`src/rtl/daq_capture_ctrl_if.sv`:
```
// -----------------------------------------------------------------------------
// daq_capture_ctrl_if
// Bundles the two AXI-Stream links around the capture controller:
//   s_axis_* : decimated samples arriving from down_sample
//   m_axis_* : packetised samples leaving toward the S2MM DMA
// Modports:
//   master : the capture controller (owns s_axis_tready and all m_axis_* except tready)
//   slave  : the environment (sample source and DMA sink)
//
// Handshake: a beat transfers on a rising clk edge where tvalid && tready are
// both high. Once tvalid is raised, tvalid/tdata/tlast stay stable until that
// transfer. The sample side never stalls: s_axis_tready is tied high, so every
// cycle with s_axis_tvalid high delivers a sample.
// -----------------------------------------------------------------------------
interface daq_capture_ctrl_if #(
  parameter int DW = 24
);
  logic          s_axis_tvalid;
  logic          s_axis_tready;
  logic [DW-1:0] s_axis_tdata;
  logic          m_axis_tvalid;
  logic          m_axis_tready;
  logic          m_axis_tlast;
  logic [DW-1:0] m_axis_tdata;

  modport master (
    input  s_axis_tvalid, s_axis_tdata, m_axis_tready,
    output s_axis_tready, m_axis_tvalid, m_axis_tlast, m_axis_tdata
  );

  modport slave (
    output s_axis_tvalid, s_axis_tdata, m_axis_tready,
    input  s_axis_tready, m_axis_tvalid, m_axis_tlast, m_axis_tdata
  );
endinterface

```
`src/rtl/daq_capture_ctrl.sv`:
```
// -----------------------------------------------------------------------------
// daq_capture_ctrl
// Capture sequencer between the decimation chain and the S2MM DMA. A start
// command arms it, the first cfg_skip samples are discarded (filter settling),
// and the following samples are packed into frames of cfg_frame_len beats with
// tlast on the final beat, for cfg_num_frames frames (0 = until cmd_stop).
// The source is never stalled; samples that find the 1-deep output register
// occupied are dropped and counted.
// Ports:
//   clk, rst        clock, synchronous active-high reset
//   bus (master)    s_axis_* sample input, m_axis_* packet output
//   cmd_start       pulse: begin capture (only honoured in IDLE)
//   cmd_stop        pulse: end capture at the next frame boundary
//   cfg_skip        samples discarded after start
//   cfg_frame_len   samples per frame (0 behaves as 1)
//   cfg_num_frames  frames per capture (0 = continuous)
//   busy            capture in progress
//   done            1-cycle pulse when a capture completes or is stopped
//   overflow        sticky: at least one sample dropped in this capture
//   overflow_cnt    dropped-sample count, saturating
//   o_dbg_state     current FSM state (IDLE=0, SKIP=1, RUN=2, FLUSH=3)
// -----------------------------------------------------------------------------
module daq_capture_ctrl #(
  parameter int DW = 24,
  parameter int CW = 16,
  parameter int FW = 16,
  parameter int OW = 16
) (
  input  logic                clk,
  input  logic                rst,
  daq_capture_ctrl_if.master  bus,
  input  logic                cmd_start,
  input  logic                cmd_stop,
  input  logic [CW-1:0]       cfg_skip,
  input  logic [CW-1:0]       cfg_frame_len,
  input  logic [FW-1:0]       cfg_num_frames,
  output logic                busy,
  output logic                done,
  output logic                overflow,
  output logic [OW-1:0]       overflow_cnt,
  output logic [1:0]          o_dbg_state
);

  typedef enum logic [1:0] {
    ST_IDLE  = 2'd0,
    ST_SKIP  = 2'd1,
    ST_RUN   = 2'd2,
    ST_FLUSH = 2'd3
  } state_t;

  state_t        r_state;
  state_t        w_state_nxt;
  logic          w_done_set;

  logic [CW-1:0] r_skip;
  logic [CW-1:0] r_len_m1;
  logic [CW-1:0] r_skip_cnt;
  logic [CW-1:0] r_idx;
  logic [FW-1:0] r_num_frames;
  logic [FW-1:0] r_frame_cnt;
  logic          r_stop_pend;
  logic          r_tvalid;
  logic          r_tlast;
  logic [DW-1:0] r_tdata;
  logic          r_done;
  logic          r_ovf;
  logic [OW-1:0] r_ovf_cnt;

  logic w_accept, w_drain, w_room, w_start, w_last_idx, w_frames_done;
  logic w_stop_now, w_load, w_drop, w_end_frame, w_skip_done;

  assign w_accept      = bus.s_axis_tvalid;
  assign w_drain       = r_tvalid && bus.m_axis_tready;
  // The holding register can take a sample if empty or being emptied this edge.
  assign w_room        = !r_tvalid || w_drain;
  // A simultaneous stop cancels the start.
  assign w_start       = cmd_start && !cmd_stop;
  assign w_last_idx    = (r_idx == r_len_m1);
  assign w_frames_done = (r_num_frames != '0) && (r_frame_cnt == r_num_frames - 1'b1);
  // Stop between frames with nothing outstanding: there is no frame to finish.
  assign w_stop_now    = (r_state == ST_RUN) && cmd_stop && (r_idx == '0) && !r_tvalid;
  assign w_load        = (r_state == ST_RUN) && w_accept && w_room && !w_stop_now;
  assign w_drop        = (r_state == ST_RUN) && w_accept && !w_room;
  // A stop arriving on the very cycle the final beat loads still ends this frame.
  assign w_end_frame   = w_load && w_last_idx && (w_frames_done || r_stop_pend || cmd_stop);
  assign w_skip_done   = (r_state == ST_SKIP) && w_accept && (r_skip_cnt == r_skip - 1'b1);

  // State register
  always_ff @(posedge clk) begin
    if (rst) r_state <= ST_IDLE;
    else     r_state <= w_state_nxt;
  end

  // Next-state logic
  always_comb begin
    w_state_nxt = r_state;
    w_done_set  = 1'b0;
    case (r_state)
      ST_IDLE: begin
        if (w_start) w_state_nxt = (cfg_skip != '0) ? ST_SKIP : ST_RUN;
      end
      ST_SKIP: begin
        if (cmd_stop) begin
          w_state_nxt = ST_IDLE;
          w_done_set  = 1'b1;
        end else if (w_skip_done) begin
          w_state_nxt = ST_RUN;
        end
      end
      ST_RUN: begin
        if (w_stop_now) begin
          w_state_nxt = ST_IDLE;
          w_done_set  = 1'b1;
        end else if (w_end_frame) begin
          w_state_nxt = ST_FLUSH;
        end
      end
      ST_FLUSH: begin
        // The held sample in FLUSH is always the closing tlast beat.
        if (w_drain && r_tlast) begin
          w_state_nxt = ST_IDLE;
          w_done_set  = 1'b1;
        end
      end
      default: w_state_nxt = ST_IDLE;
    endcase
  end

  // Outputs
  always_comb begin
    busy              = (r_state != ST_IDLE);
    done              = r_done;
    overflow          = r_ovf;
    overflow_cnt      = r_ovf_cnt;
    o_dbg_state       = r_state;
    bus.s_axis_tready = 1'b1;
    bus.m_axis_tvalid = r_tvalid;
    bus.m_axis_tlast  = r_tlast;
    bus.m_axis_tdata  = r_tdata;
  end

  // Datapath, counters and holding register
  always_ff @(posedge clk) begin
    if (rst) begin
      r_skip       <= '0;
      r_len_m1     <= '0;
      r_skip_cnt   <= '0;
      r_idx        <= '0;
      r_num_frames <= '0;
      r_frame_cnt  <= '0;
      r_stop_pend  <= 1'b0;
      r_tvalid     <= 1'b0;
      r_tlast      <= 1'b0;
      r_tdata      <= '0;
      r_done       <= 1'b0;
      r_ovf        <= 1'b0;
      r_ovf_cnt    <= '0;
    end else begin
      r_done <= w_done_set;

      if ((r_state == ST_IDLE) && w_start) begin
        r_skip       <= cfg_skip;
        r_len_m1     <= (cfg_frame_len == '0) ? '0 : cfg_frame_len - 1'b1;
        r_num_frames <= cfg_num_frames;
        r_skip_cnt   <= '0;
        r_idx        <= '0;
        r_frame_cnt  <= '0;
        r_stop_pend  <= 1'b0;
        r_ovf        <= 1'b0;
        r_ovf_cnt    <= '0;
      end

      if ((r_state == ST_SKIP) && w_accept) r_skip_cnt <= r_skip_cnt + 1'b1;

      if ((r_state == ST_RUN) && cmd_stop && !w_stop_now) r_stop_pend <= 1'b1;

      if (w_load) begin
        r_tdata <= bus.s_axis_tdata;
        r_tlast <= w_last_idx;
        if (w_last_idx) begin
          r_idx       <= '0;
          r_frame_cnt <= r_frame_cnt + 1'b1;
        end else begin
          r_idx <= r_idx + 1'b1;
        end
      end

      if (w_load)       r_tvalid <= 1'b1;
      else if (w_drain) r_tvalid <= 1'b0;

      // Drops leave r_idx untouched so frames stay exactly frame_len beats.
      if (w_drop) begin
        r_ovf <= 1'b1;
        if (r_ovf_cnt != '1) r_ovf_cnt <= r_ovf_cnt + 1'b1;
      end
    end
  end

endmodule
```
`src/flat_wrapper.sv`:
```
// flat-port wrapper written by rule: the top's interface ports become plain ports
module daq_capture_ctrl_flat 
#(
  parameter int DW = 24,
  parameter int CW = 16,
  parameter int FW = 16,
  parameter int OW = 16
)
  (clk, rst, cmd_start, cmd_stop, cfg_skip, cfg_frame_len, cfg_num_frames, busy, done, overflow, overflow_cnt, o_dbg_state, bus_s_axis_tvalid, bus_s_axis_tdata, bus_m_axis_tready, bus_s_axis_tready, bus_m_axis_tvalid, bus_m_axis_tlast, bus_m_axis_tdata);
  daq_capture_ctrl_if #(.DW(DW)) bus_i ();
  input  logic clk;
  input  logic rst;
  input  logic cmd_start;
  input  logic cmd_stop;
  input  logic [CW-1:0] cfg_skip;
  input  logic [CW-1:0] cfg_frame_len;
  input  logic [FW-1:0] cfg_num_frames;
  output logic busy;
  output logic done;
  output logic overflow;
  output logic [OW-1:0] overflow_cnt;
  output logic [1:0] o_dbg_state;
  input wire logic [$bits(bus_i.s_axis_tvalid)-1:0] bus_s_axis_tvalid;
  input wire logic [$bits(bus_i.s_axis_tdata)-1:0] bus_s_axis_tdata;
  input wire logic [$bits(bus_i.m_axis_tready)-1:0] bus_m_axis_tready;
  output wire logic [$bits(bus_i.s_axis_tready)-1:0] bus_s_axis_tready;
  output wire logic [$bits(bus_i.m_axis_tvalid)-1:0] bus_m_axis_tvalid;
  output wire logic [$bits(bus_i.m_axis_tlast)-1:0] bus_m_axis_tlast;
  output wire logic [$bits(bus_i.m_axis_tdata)-1:0] bus_m_axis_tdata;
  assign bus_i.s_axis_tvalid = bus_s_axis_tvalid;
  assign bus_i.s_axis_tdata = bus_s_axis_tdata;
  assign bus_i.m_axis_tready = bus_m_axis_tready;
  assign bus_s_axis_tready = bus_i.s_axis_tready;
  assign bus_m_axis_tvalid = bus_i.m_axis_tvalid;
  assign bus_m_axis_tlast = bus_i.m_axis_tlast;
  assign bus_m_axis_tdata = bus_i.m_axis_tdata;
  daq_capture_ctrl #(.DW(DW), .CW(CW), .FW(FW), .OW(OW)) u_core (.clk(clk), .rst(rst), .bus(bus_i), .cmd_start(cmd_start), .cmd_stop(cmd_stop), .cfg_skip(cfg_skip), .cfg_frame_len(cfg_frame_len), .cfg_num_frames(cfg_num_frames), .busy(busy), .done(done), .overflow(overflow), .overflow_cnt(overflow_cnt), .o_dbg_state(o_dbg_state));
endmodule
```
`config.mk`:
```
export PLATFORM = sky130hd
export DESIGN_NAME = daq_capture_ctrl_flat
export DESIGN_NICKNAME = d
export VERILOG_FILES = /design/src/rtl/daq_capture_ctrl_if.sv /design/src/rtl/daq_capture_ctrl.sv /design/src/flat_wrapper.sv
export SDC_FILE = /design/constraint.sdc
export NUM_CORES = 1
export LEC_CHECK = 0
export CORE_UTILIZATION = 35
export CTS_BUF_LIST = sky130_fd_sc_hd__clkbuf_8
export DETAILED_ROUTE_END_ITERATION = 7
export PLACE_DENSITY_LB_ADDON = 0.08
export SKIP_LAST_GASP = 1
export SYNTH_ARGS = -nofsm -noshare
export SYNTH_HDL_FRONTEND = slang
export SYNTH_SLANG_ARGS = --single-unit
```
`constraint.sdc`:
```
create_clock -name clk -period 3.4 [get_ports clk]
set_clock_uncertainty 0.05 [all_clocks]
set_input_delay 0.85 -clock clk [delete_from_list [all_inputs] [get_ports clk]]
set_output_delay 0.85 -clock clk [all_outputs]
set_load 0.02 [all_outputs]
```
==> reports/qor.csv, run 1 <==
stage,metric,value,unit
outcome,status,completed,
drt,avgRoutedWirePerCell,14.4,um
floorplan,core_area,0.0210,sq mm
worst_setup_path,worstPathMaxFanout,13,
logic_synthesis,synthTopCellsByArea,"dfxtp_1 (38%), nor2_1 (6.2%), a21oi_1 (6.0%), xor2_1 (5.6%), nand2_1 (5.4%)",
logic_synthesis,synth_cells,940,
place,gp_congestion,0.800,
timing,setup_ws,565,ps
worst_setup_path,rrSetupSlack,560,ps
cts,h-tree-depth,4,
place,io_buffers,124,
cells_and_area,syn_to_final_growth,26.4,%
worst_setup_path,cp-start-kind,register,
worst_setup_path,path_class,reg -> reg,
cts,postCtsSetupBuffers,0,
timing,tightest_slew,948,ps
timing,finalHoldViolCount,0,
logic_synthesis,synth_top_area_share,0.381,
floorplan,initial_utilization,0.358,
drt,dr.first_iter.drc_count,340,
flow_run,drv_cap,0,
worst_setup_path,arrival,3160,ps
power_and_ir_drop,finalPower,3.80,mW
logic_synthesis,async_reset_ff_frac,0,
worst_setup_path,slowest_stage,nor2_1,
power_and_ir_drop,p_int,2.77,mW
power_and_ir_drop,power.density,400,mW/mm^2
worst_setup_path,r2r_cells,9,
worst_setup_path,cp.buffers_inverters,0,
grt,grt_antenna_before_repair,0,
logic_synthesis,syn_area,0.00752,sq mm
cts,root_buffer,clkbuf_8,
power_and_ir_drop,leakage,3.70,nW
cells_and_area,stdcell_area,0.00951,sq mm
logic_synthesis,syn_nets,1027,
logic_synthesis,synth_seq_cells,143,
worst_setup_path,reg2reg_from,u_core.overflow_cnt[0],
cts,clockBufferDepth,2,
timing,maxSlewViolCount,0,
worst_setup_path,cp.depth,9,
timing,hold_ws,437,ps
grt,grt_remaining_overflow,0,
timing,fin_crit,2840,ps
cells_and_area,fin_cells,1338,
floorplan,dieHeight,149,um
logic_synthesis,synth_edf_count,0,
power_and_ir_drop,p_sw,1.03,mW
power_and_ir_drop,power_frac_clock,0.402,
worst_setup_path,cp_data_required_time,3720,ps
place,place_inst,1306,
worst_setup_path,cp_slowest_stage_delay,620,ps
logic_synthesis,synthTopCellsByCount,"dfxtp_1 (143), nor2_1 (124), nand2_1 (108), a21oi_1 (90), xor2_1 (48)",
min_path,min_path_type,reg -> reg,
floorplan,dieArea,0.0221,sq mm
timing,achievable-frequency,0.353,GHz
cells_and_area,final_core_util,0.452,
drt,drc,0,
floorplan,fp.dieW,149,um
logic_synthesis,yosys_most_used_dff,dfxtp_1,
min_path,hold-path-endpoint,u_core.r_skip[15],
place,dp_hpwl,13800,um
timing,fin_tns_setup,0,ps
cts,clkTransAtPathRegs,90,ps
timing,rsz0062_at_grt,no,
cts,cts_made_buffers,17,
drt,drtAntennaViolNets,0,
grt,grt_use_total,0.183,
worst_setup_path,crit_path_cell_trace,"ha_1, and3_1, and3_1, and4_1, nand3_1, o21a_1, nor2_1, o21ai_0, a21oi_1",
logic_synthesis,syn_avg_cell_area,8.00,sq um
cts,clkLatencyLatePin,440,ps
floorplan,ios,126,
cts,cts_sinks,143,
worst_setup_path,critical_path.top_delay_family,simple AND/OR/NAND/NOR gates,
cts,cts_resized,0,
logic_synthesis,yosysWarnings,0,
logic_synthesis,synth_most_common_cell,dfxtp_1,
power_and_ir_drop,comb_power_share,0.137,
grt,grt_max_degree,55,
cells_and_area,nets,1137,
timing,relSlewSlack,0.366,
place,postPlaceCellArea,0.00907,sq mm
grt,grt_pass1_vias,6420,
drt,wirelength,19300,um
drt,vias_per_cell,5.09,
cells_and_area,antenna_cells,0,
power_and_ir_drop,seq_power_share,0.461,
logic_synthesis,ys_seq_area_frac,0.381,
worst_setup_path,crit-reg2reg-capture,u_core.overflow_cnt[6],
min_path,holdPathStages,2,
cells_and_area,drive_gt1_frac,0.0706,
cts,ctsHoldBuffers,0,
worst_setup_path,crit_top_cell,and3_1,
worst_setup_path,end_kind,register,
logic_synthesis,yosysTopAreaCell,dfxtp_1,
drt,vias,6809,
min_path,worstHoldStart,u_core.r_skip[15],
worst_setup_path,crit_path_start,u_core.overflow_cnt[0],
cts,cts_tree,yes,
drt,drt-pass1-iter-count,4,
timing,finalCritPeriodShare,0.834,
timing,finalSetupViolCount,0,
power_and_ir_drop,ir_worst_vdd,0.222,mV
power_and_ir_drop,switching_share,0.271,
logic_synthesis,synth.distinct_cells,62,
grt,grt_pass1_wl,32500,um
floorplan,core.rowCount,53,
place,place_ws,134,ps
==> layer usage <==
metal,routed length [um],global-route usage
met5,0,0
met4,133,0.0335
met3,896,0.0515
met2,8780,0.292
met1,9510,0.246
==> power by group through the flow <==
| stage | combinational, mW | clock, mW | sequential, mW |
|---|---|---|---|
| 2_1_floorplan | 0.338 | 0 | 1.78 |
| 3_3_place_gp | 0.524 | 0 | 1.79 |
| 3_5_place_dp | 0.525 | 0 | 1.79 |
| 4_1_cts | 0.528 | 1.58 | 1.75 |
| 5_1_grt | 0.583 | 1.67 | 1.76 |
| 6_report | 0.521 | 1.53 | 1.75 |
==> cells by family after synthesis <==
| group | count (synthesis) | share of synthesized area |
|---|---|---|
| fa+ha+maj | 9 | 0.0150 |
| buf+inv | 70 | 0.0373 |
| mux | 30 | 0.0404 |
| compound gates | 185 | 0.149 |
| other cells | 1 | 0.000499 |
| flops | 143 | 0.381 |
| simple gates | 420 | 0.282 |
| xor+xnor | 82 | 0.0955 |
==> final cells by class <==
type,instances,area [sq um]
Tap cell,275,344
Multi-Input combinational cell,727,4400
Sequential cell,143,2860
Clock inverter,15,209
Inverter,18,67.6
Timing Repair Buffer,143,1390
Clock buffer,17,234
Fill cell,2110,11500
==> worst max-delay path by stage <==
| stage | to | slack (ps) |
|---|---|---|
| 2_1_floorplan | u_core.r_len_m1[10] | 790 |
| 3_3_place_gp | u_core.r_len_m1[0] | 150 |
| 3_5_place_dp | u_core.r_len_m1[1] | 130 |
| 4_1_cts | u_core.overflow_cnt[8] | 520 |
| 5_1_grt | u_core.overflow_cnt[5] | 180 |
| 6_report | u_core.overflow_cnt[6] | 560 |
==> worst reg2reg max path, cell delays in order, from the launching register on <==
cell and delay, ps:
dfxtp_1 420, ha_1 210, and3_1 210, and3_1 230, and4_1 270, nand3_1 170, o21a_1 240, nor2_1 620
o21ai_0 200, a21oi_1 160
==> placed cells by master, fill, tap and decap left out, types with 5 or more instances in the layout <==
cell             count
nand4_1             11
a311oi_1             7
clkbuf_8            17
xor2_1              48
nand3b_1            16
mux2i_1             27
xnor2_1             34
and4_1               6
a211oi_1             5
inv_6                5
nand2b_1             7
or3_1               11
nor3_1              24
a21oi_1             90
nand3_1             28
inv_1               17
clkdlybuf4s50_1    123
o21ai_0             34
dfxtp_1            143
ha_1                 9
nor2_1             123
buf_4               19
and3_1              23
a31oi_1              6
nand2_1            108
a22oi_1             20
nor4_1              20
nor3b_1              7
==> state kept, by name (all words and copies together) (netlist names) <==
signal	flops
u_core.bus.m_axis_tdata	24
u_core.bus.m_axis_tlast	1
u_core.bus.m_axis_tvalid	1
u_core.done	1
u_core.o_dbg_state	2
u_core.overflow	1
u_core.overflow_cnt	16
u_core.r_frame_cnt	16
u_core.r_idx	16
u_core.r_len_m1	16
u_core.r_num_frames	16
u_core.r_skip	16
u_core.r_skip_cnt	16
u_core.r_stop_pend	1
No activity file was read; power rests on OpenSTA's default activity.
==> run 2, diff against run 1 <==
- clock period: 3.4 -> 2.3 ns (I/O delays scaled with it)
==> run 2 against run 1 <==
Compared with the run above: the flow now finishes with violations (negative setup slack); final cell count increased by 10%; core utilization grew 7.0 points; first-iteration DRC count shrank 15%; clock power grew 39%; combinational power is 92% higher; sequential power is 47% higher; critical path type unchanged.
==> reports/qor.csv, run 2 (synthesized netlist as in run 1, its figures left out) <==
stage,metric,value,unit,change
min_path,worstHoldStart,rst,,was u_core.r_skip[15]
place,gp_congestion,0.821,,was 0.800
worst_setup_path,crit_path_cell_trace,"inv_2, ha_4, or3b_4, nor3_4, xnor2_2, nor4_2, o2111ai_1, o41ai_2, a21boi_2, a2111oi_2",,"was ha_1, and3_1, and3_1, and4_1, nand3_1, o21a_1, nor2_1, o21ai_0, a21oi_1"
floorplan,dieArea,0.0221,sq mm,unchanged
worst_setup_path,crit-reg2reg-capture,u_core.o_dbg_state[0],,was u_core.overflow_cnt[6]
min_path,holdPathStages,2,,unchanged
cells_and_area,final_common_cell,buf_4,,was dfxtp_1
place,io_buffers,124,,unchanged
floorplan,core_area,0.0210,sq mm,unchanged
timing,rsz0062_at_grt,yes,,was no
worst_setup_path,cp_data_required_time,2590,ps,was 3720 ps
cells_and_area,final_cell_mix,"buf_4 (145), dfxtp_1 (133), clkdlybuf4s50_1 (121)",,"was dfxtp_1 (143), nor2_1 (123), clkdlybuf4s50_1 (123)"
cells_and_area,syn_to_final_growth,46.0,%,was 26.4%
timing,relSlewSlack,0.652,,was 0.366
worst_setup_path,path_class,reg -> reg,,unchanged
grt,grt_use_met3,0.0411,,was 0.0515
cts,cts_tree,yes,,unchanged
cts,cts_sinks,143,,unchanged
worst_setup_path,cp_slowest_stage_delay,500,ps,was 620 ps
grt,grt_use_total,0.194,,was 0.183
worst_setup_path,end_kind,register,,unchanged
place,dp_hpwl,15300,um,was 13800 um
timing,finalHoldViolCount,0,,unchanged
cells_and_area,largest_reg_flops,24,,unchanged
outcome,violations,negative setup slack,,
drt,drt-pass1-iter-count,5,,was 4
worst_setup_path,r2r_cells,10,,was 9
timing,finalCritPeriodShare,1.21,,was 0.834
grt,grt_antenna_before_repair,0,,unchanged
cts,h-tree-depth,4,,unchanged
power_and_ir_drop,ir_worst_vdd,0.304,mV,was 0.222 mV
grt,use_met2,0.323,,was 0.292
cells_and_area,nets,1277,,was 1137
grt,grt_use_met1,0.254,,was 0.246
timing,maxSlewViolCount,0,,unchanged
power_and_ir_drop,leakage,4.54,nW,was 3.70 nW
timing,tightest_slew,522,ps,was 948 ps
grt,grt_remaining_overflow,0,,unchanged
timing,fin_crit,2780,ps,was 2840 ps
timing,finalSetupViolCount,2,,was 0
worst_setup_path,reg2reg_from,u_core.r_num_frames[1],,was u_core.overflow_cnt[0]
timing,achievable-frequency,0.360,GHz,was 0.353 GHz
drt,drc,0,,unchanged
grt,grt_max_degree,70,,was 55
cells_and_area,antenna_cells,0,,unchanged
cts,clockBufferDepth,2,,unchanged
cells_and_area,drive_gt1_frac,0.229,,was 0.0706
floorplan,core.rowCount,53,,unchanged
grt,grt_pass1_wl,34500,um,was 32500 um
timing,fin_tns_setup,-502,ps,was 0 ps
worst_setup_path,rrSetupSlack,-480,ps,was 560 ps
flow_run,drv_cap,0,,unchanged
cts,cts_made_buffers,17,,unchanged
place,postPlaceCellArea,0.0101,sq mm,was 0.00907 sq mm
worst_setup_path,worstPathMaxFanout,6,,was 13
floorplan,initial_utilization,0.358,,unchanged
worst_setup_path,cp-start-kind,register,,unchanged
worst_setup_path,slowest_stage,o41ai_2,,was nor2_1
cts,clkTransAtPathRegs,90,ps,about the same
drt,vias_per_cell,4.98,,was 5.09
floorplan,dieHeight,149,um,unchanged
grt,grt_pass1_vias,7069,,was 6420
power_and_ir_drop,power.density,519,mW/mm^2,was 400 mW/mm^2
worst_setup_path,arrival,3070,ps,was 3160 ps
grt,top_usage_layer,met2,,unchanged
cts,root_buffer,clkbuf_8,,unchanged
floorplan,fp.dieW,149,um,unchanged
cts,clkLatencyLatePin,460,ps,was 440 ps
timing,setup_ws,-481,ps,was 565 ps
outcome,status,"finished, violations left",,was completed
min_path,hold-path-endpoint,u_core.r_skip[1],,was u_core.r_skip[15]
drt,drtAntennaViolNets,0,,unchanged
drt,vias,7360,,was 6809
cells_and_area,final.fill_count,1991,,was 2110
cells_and_area,stdcell_area,0.0110,sq mm,was 0.00951 sq mm
drt,dr.first_iter.drc_count,289,,was 340
drt,avgRoutedWirePerCell,14.4,um,about the same
floorplan,ios,126,,unchanged
drt,wirelength,21200,um,was 19300 um
cells_and_area,final_core_util,0.522,,was 0.452
timing,hold_ws,437,ps,about the same
min_path,min_path_type,in -> reg,,was reg -> reg
-- run 2: changes by cell type in the layout (fill, tap and decap cells not counted), sizes merged --
cell	before	now
buf	20	157
clkdlybuf4s50	123	121
clkbuf	17	22
inv	22	23
dlymetal6s2s	0	1
dlygate4sd2	0	1
bufinv	4	2
clkinvlp	3	2
-- run 2: worst max path at each step --
stage                     depth (start not counted)  slack [ps]                     to                   start
after floorplan                                   8           9  u_core.o_dbg_state[0]  u_core.r_num_frames[0]
after global placement                           11        -570     u_core.r_len_m1[2]        cfg_frame_len[0]
after detailed placement                         11        -580     u_core.r_len_m1[3]        cfg_frame_len[0]
after CTS                                        10        -470  u_core.o_dbg_state[0]  u_core.r_num_frames[0]
after global routing                             10        -640  u_core.o_dbg_state[0]  u_core.r_num_frames[1]
final                                            10        -480  u_core.o_dbg_state[0]  u_core.r_num_frames[1]
-- run 2: through the flow --
step / setup slack, ps / power [mW] / cells
after floorplan: 8.70 / 3.13 / 940
after global placement: -566 / 3.57 / 1433
after detailed placement: -582 / 3.57 / 1433
after CTS: -469 / 5.74 / 1466
after global routing: -642 / 5.99 / 1478
final: -481 / 5.70 / 1478
-- run 2: worst max-delay path, delay by kind of cell (launching register included) --
family,cells,cell delay [ps]
AO/OA/AOI/OAI,4,1040
XOR/XNOR,1,100
adder cells (fa/ha/maj),1,130
buffers and inverters,1,70
flip-flops,1,340
AND/OR/NAND/NOR,3,930
-- run 2: layer usage --
metal / routed length, um / vias up
met4: 176 / 0
met3: 889 / 15
met1: 10000 / 3415
li1: - / 3814
met5: 0 / -
met2: 10100 / 116
-- run 2: area by class of cell --
type	instances	area (sq um)	area share
sequential	143	2890	0.263
clock inverter	13	153	0.0139
multi-input combinational	727	4670	0.425
tap	275	344	0.0313
inverter	18	75.1	0.00684
clock buffer	19	262	0.0238
timing repair buffer	283	2590	0.236
-- run 2: power by group --
part	total, mW	leakage, nW	internal, mW	switching (mW)
clock network	2.13	0.206	1.05	1.09
logic	1.00	3.17	0.537	0.465
registers	2.57	1.16	2.52	0.0490
total	5.70	4.54	4.10	1.60
-- run 2: what timing repair did --
item                       in CTS  in global routing
setup buffers                   2                  9
hold buffers                    0                  0
pin swaps                       6                 25
setup endpoints to repair      26                 82
gates cloned                    0                  3
gates resized for setup        21                 68
